===== config.mk =====
export PLATFORM = sky130hd
export DESIGN_NAME = shift_reg_univ
export DESIGN_NICKNAME = d
export VERILOG_FILES = /design/src/rtl/shift_reg_univ.sv
export SDC_FILE = /design/constraint.sdc
export NUM_CORES = 1
export LEC_CHECK = 0
export ABC_AREA = 1
export CAP_MARGIN = 40
export CELL_PAD_IN_SITES_DETAIL_PLACEMENT = 0
export CELL_PAD_IN_SITES_GLOBAL_PLACEMENT = 2
export CORE_ASPECT_RATIO = 0.8
export CORE_UTILIZATION = 25
export CTS_BUF_LIST = sky130_fd_sc_hd__clkbuf_8 sky130_fd_sc_hd__clkbuf_16
export CTS_CLUSTER_DIAMETER = 200
export DETAILED_ROUTE_END_ITERATION = 7
export PLACE_DENSITY = 0.84
export RECOVER_POWER = 50
export SLEW_MARGIN = 20
export SYNTH_ARGS = -nofsm -noshare
export SYNTH_HDL_FRONTEND = slang
export SYNTH_SLANG_ARGS = --single-unit

===== constraint.sdc =====
create_clock -name clk -period 1.65 [get_ports clk]
set_input_delay 0.33 -clock clk [delete_from_list [all_inputs] [get_ports clk]]
set_output_delay 0.33 -clock clk [all_outputs]
set_load 0.01 [all_outputs]

===== src/rtl/shift_reg_univ.sv =====
// Universal shift register: hold / shift right / shift left / parallel load while idle,
// plus a serialise burst that loads p_in and right-shifts it out on s_out for len cycles.
module shift_reg_univ #(
  parameter int WIDTH = 8,
  parameter int CNT_W = 4
) (
  input  logic             clk,
  input  logic             rst,
  input  logic [1:0]       op,
  input  logic             rot,
  input  logic             s_in,
  input  logic [WIDTH-1:0] p_in,
  input  logic             start,
  input  logic [CNT_W-1:0] len,
  output logic [WIDTH-1:0] Q,
  output logic             s_out,
  output logic             busy,
  output logic             done
);

  typedef enum logic [1:0] {
    S_IDLE  = 2'd0,
    S_LOAD  = 2'd1,
    S_SHIFT = 2'd2
  } state_t;

  state_t           r_state;
  state_t           w_state_next;
  logic [WIDTH-1:0] r_q;
  logic [WIDTH-1:0] w_q_next;
  logic [CNT_W-1:0] r_cnt;
  logic [CNT_W-1:0] w_cnt_next;
  logic             r_busy;
  logic             r_done;
  logic [WIDTH-1:0] w_shr;
  logic [WIDTH-1:0] w_shl;

  // Rotation feeds the bit leaving the register back into the vacated end.
  assign w_shr = {(rot ? r_q[0] : s_in), r_q[WIDTH-1:1]};
  assign w_shl = {r_q[WIDTH-2:0], (rot ? r_q[WIDTH-1] : s_in)};

  always_comb begin
    w_state_next = r_state;
    w_q_next     = r_q;
    w_cnt_next   = r_cnt;
    case (r_state)
      S_IDLE: begin
        if (start) begin
          w_q_next     = p_in;
          w_cnt_next   = len;
          w_state_next = (len != '0) ? S_SHIFT : S_LOAD;
        end else begin
          case (op)
            2'b01:   w_q_next = w_shr;
            2'b10:   w_q_next = w_shl;
            2'b11:   w_q_next = p_in;
            default: w_q_next = r_q;
          endcase
        end
      end
      S_SHIFT: begin
        w_q_next   = w_shr;
        w_cnt_next = r_cnt - CNT_W'(1);
        if (r_cnt == CNT_W'(1)) begin
          w_state_next = S_LOAD;
        end
      end
      S_LOAD: begin
        w_state_next = S_IDLE;
      end
      default: begin
        w_state_next = S_IDLE;
      end
    endcase
  end

  // busy/done are registered from the next state so they line up with the state they describe.
  always_ff @(posedge clk) begin
    if (rst) begin
      r_state <= S_IDLE;
      r_q     <= '0;
      r_cnt   <= '0;
      r_busy  <= 1'b0;
      r_done  <= 1'b0;
    end else begin
      r_state <= w_state_next;
      r_q     <= w_q_next;
      r_cnt   <= w_cnt_next;
      r_busy  <= (w_state_next != S_IDLE);
      r_done  <= (w_state_next == S_LOAD);
    end
  end

  assign Q     = r_q;
  assign s_out = r_q[0];
  assign busy  = r_busy;
  assign done  = r_done;

endmodule


# [Word level (Yosys, flattened, before mapping)]
# Index checks and enable logic that the tools add are counted.
[classes] add_sub_neg=1 reduce_logical=6 div_mod_pow=0 shifts=0 multipliers=0 n_eq_ne=8 bitwise=0 n_mux=11 magnitude_cmp=0
[op_table] operator="$pmux 8 s3" n=1
[op_table] operator="$pmux 8 s2" n=1
[op_table] operator="$mux 8" n=1
[op_table] operator="$pmux 4 s2" n=1
[op_table] operator="$eq 2x2->1 const B" n=3
[op_table] operator="$mux 2" n=3
[op_table] operator="$ne 5x2->1 const B" n=1
[op_table] operator="$eq 2x1->1 const B" n=2
[op_table] operator="$eq 4x1->1 const B" n=1
[op_table] operator="$mux 4" n=1
[op_table] operator="$pmux 2 s2" n=1
[op_table] operator="$reduce_and 2->1" n=2
[op_table] operator="$reduce_bool 2->1" n=2
[op_table] operator="$reduce_bool 4->1" n=1
[op_table] operator="$sub 4x1->4 const B" n=1
[op_table] operator="$logic_not 2->1" n=1
[op_table] operator="$mux 1" n=2
[op_table] operator="$ne 2x2->1 const B" n=1
[word_totals] memories=0 latchBits=0 ram_bits=0 register_bits=16 out_inout_bits=11 mem_bits_ro=0

# [Logic depth before layout (Yosys ltp)]
[logic_depth] ltp_word=5 ltp_mapped=7 depth_no_buf=7

# [Least setup slack after synthesis]
# Ideal clock, no wire load.
[synth_path] path_kind="input-to-reg" from="in op[1]" to="reg r_q[4], in the netlist Q[4]" path_stages=7 setup_time_ns=0.116 n_path_buf=1 setup_slack_ns=0.545 required_ns=1.534 arrival_time_ns=0.988 cell_sequence="nor2_4 nand3_2 nand2_4 inv_2 buf_6 o21ai_1 a21oi_1"
[synth_via] elab_chain_len=4 elab_cells_between_ends=8 classes_between="4 x eq/ne; 3 x mux; 1 x reduce/logical"
[synth_lines] element="start: declaration" line_no="9" text="input logic [1:0] op,"
[synth_lines] element="$eq 2x2->1 or $eq 2x1->1 (tied branches)" line_no="53" text="case (op)"
[synth_lines] element="$pmux 8 s3" line_no="53"
[synth_lines] element="$mux 8" line_no="48" text="if (start) begin"
[synth_lines] element="$pmux 8 s2" line_no="46" text="case (r_state)"
[synth_lines] element="end signal: assignment" line_no="87" text="r_q <= w_q_next;"
[synth_lines] element="end: declaration" line_no="29" text="logic [WIDTH-1:0] r_q;"
# Several ways; a longest one is shown, not always the timed one.
# A chain may end at the register's enable or synchronous reset.

# [Final worst setup path]
[layout_path] from="reg r_q[3], in the netlist Q[3]" to="out Q[3]"
[layout_lines] element="end: declaration" line_no="15" text="output logic [WIDTH-1:0] Q,"
# No word-level cell between the ends.

==> results.toml <==
[status]
outcome = "finished clean"

[setup_path]
cpLargestDelayFamily = "buffers and inverters"
cp_data_arrival_time_ns = 1.24
worst_path_max_delay_cell = "clkdlybuf4s50_1"
critical_path_class = "reg -> out"
path_max_fanout = 5
crit_chain = "clkdlybuf4s50_1"
path_buf_inv = 1
start_kind = "register"
crit_required_ns = 1.32
worst_setup_path_end_kind = "output pin"
cp_slowest_stage_delay_ns = 0.57

[synth]
synth_area_per_cell_um2 = 6.458
yosys_register_bits = 16
synth_cell_types = 26
yosysSeqAreaShare = 0.3200
synth-main-ff-cell = "dfxtp_1"
async_flop_share = 0
synth_area_leaders = "dfxtp_1 (32%), nand2_1 (16%), nand3_1 (8.0%), a21oi_1 (7.0%), nor2_1 (5.3%)"
synth_top_area_cell = "dfxtp_1"
yosysTopAreaCellShare = 0.3200
synth_most_common_cell = "nand2_1"
netlist_area_um2 = 1001
synth_edf_count = 0
syn_nets = 176
synth_common_cells = "nand2_1 (42), dfxtp_1 (16), nand3_1 (16), a21oi_1 (14), nor2_1 (14)"
yosysWarnings = 0
synthCells = 155

[clock_network]
post_cts_buffers = 0
post_cts_resize_count = 0
hold_buffers = 0
clock_latency_ns = 0.25
cts.sink_count = 16
cts_buffers = 3
cts.clk_slew.worst_paths_ns = 0.06
cts_tree = "yes"
cts-root-buf = "clkbuf_8"
htreeDepth = 1
cts_buffer_depth = 2

[floorplanning]
dieArea_um2 = 4262
rows = 20
boundaryPins = 30
core_um2 = 3804
dieWidth_um = 72.75
start_util = 0.2632
die_y_um = 58.60

[timing]
setup_tns_ns = 0
clock.fmax_ghz = 0.6364
hold_viol = 0
setup_viol = 0
finalCritPeriodShare = 0.9524
worst_pin_slew_ns = 0.3331
min_period_ns = 1.571
grt_setup_unrepaired = "false"
drv_slew = 0
max-slew-margin-rel = 0.7765
finalClockSkew_ns = 0.004601

[global_route]
grt_pass1_vias = 999
overflow = 0
grt_max_degree = 13
grt_use_met1 = 0.2206
grt_pass1_wl_um = 4864
grtUsageMet2 = 0.2203
met3_usage = 0.03596
grt_busiest_layer = "met1"
grt_use_total = 0.1498
grt_antenna_before_repair = 0

[placed_design]
hpwlAfterDp_um = 2190
routabilityCongestion = 0.7838
port_buffers = 29

[routing]
viasPerCell = 4.500
wire_per_inst_um = 11.82
drt_iter0_markers = 74
drt-pass1-iter-count = 4
ant_nets = 0
drc_errors = 0
vias = 1107
wl_um = 2908

[flow_run]
maxCapViolations = 0

[finish]
regArea_um2 = 320.3
nNetsFinal = 214
area_growth_pct = 42.63
fillers = 424
diodes = 0
layout-drive-gt1-share = 0.1414
multiInputGateArea_um2 = 594.3

[power_and_ir_drop]
vdd_drop_max_mv = 0.2329
pwr-share-clk = 0.259
power_frac_seq = 0.412
finalPower_uw = 1154
p_switching_uw = 374.8
internal-power_uw = 779.1
p_sw_frac = 0.3248
p_comb_frac = 0.329
cellPowerDensity_nw_per_um2 = 808.3
leakage_uw = 0.0006203

[min_path]
hold_class = "reg -> reg"
-- sequential cells by signal, indices dropped and copies added (netlist names) --
register / flops
Q: 8
busy: 1
done: 1
r_cnt: 4
r_state: 2
-- path summary, 6_finish.rpt --
kind / to / depth (start not counted) / start / slack (ns)
max: Q[3] / 1 / Q[3] / 0.08
max reg2reg: r_cnt[2] / 6 / r_state[0] / 0.27
min reg2reg: r_cnt[2] / 2 / r_cnt[2] / 0.50
min: r_cnt[2] / 2 / r_cnt[2] / 0.50
-- metal layers --
layer / share of wire / up-vias
met1: 0.55 / 491
met4: 0.0079 / 0
li1: - / 583
met3: 0.050 / 2
met2: 0.40 / 31
met5: 0 / -
-- cell type report --
class | count | share of cell area
sequential | 16 | 0.2244
clock buffer | 3 | 0.02892
multi-input combinational | 120 | 0.4163
tap | 55 | 0.04820
timing repair buffer | 36 | 0.2401
inverter | 16 | 0.04207
-- power groups by stage --
stage                     Clock [uW]  Sequential (uW)  Combinational, uW
after floorplan                    0              486                205
after global placement             0              483                381
after detailed placement           0              484                382
after CTS                        316              475                384
after global routing             332              484                427
final                            298              475                380
-- cell families (layout without fill, tap and decap cells) --
kind of cell / count (synthesis) / count (layout) / share of synthesized area
AOI/OAI and AO/OA: 28 / 28 / 0.1575
adders and majority gates: 2 / 2 / 0.02500
DFF: 16 / 16 / 0.3200
and+or+nand+nor: 90 / 90 / 0.4150
buffers and inverters: 19 / 55 / 0.08250
-- per-stage QoR --
stage | setup slack [ns] | util | cell area (um^2) | std cells | hold WS [ns]
after CTS | 0.05874 | 0.3763 | 1431 | 246 | 0.4952
after floorplan | 0.5454 | - | 1001 | 155 | 0.4584
final | 0.07862 | 0.3753 | 1428 | 246 | 0.4989
after global routing | 0.01135 | 0.3753 | 1428 | 246 | 0.5358
after detailed placement | -0.01764 | 0.3655 | 1390 | 243 | 0.4850
after global placement | -0.02444 | 0.3655 | 1390 | 243 | 0.4756
-- worst reg2reg max path: cells and delay by family (launching register included) --
| kind | cells | cell delay [ns] |
|---|---|---|
| AOI/OAI and AO/OA | 2 | 0.19 |
| buffers and inverters | 2 | 0.44 |
| and+or+nand+nor | 2 | 0.32 |
| DFF | 1 | 0.32 |
-- cells in the final DEF, fill, tap and decap left out, types with 2 or more instances in the layout --
cell type | synthesis | layout
clkbuf_8 | 0 | 3
nand2_2 | 2 | 2
dfxtp_1 | 16 | 16
nor2_1 | 14 | 14
inv_2 | 3 | 3
ha_1 | 2 | 2
buf_4 | 1 | 6
nand4_1 | 5 | 5
inv_1 | 13 | 13
nand2_1 | 42 | 42
a21oi_1 | 14 | 15
or2_2 | 6 | 6
clkdlybuf4s50_1 | 0 | 26
o21ai_1 | 4 | 4
dlygate4sd3_1 | 0 | 3
o21ai_0 | 4 | 4
nand3_1 | 16 | 16
No activity file was read; power rests on OpenSTA's default activity.
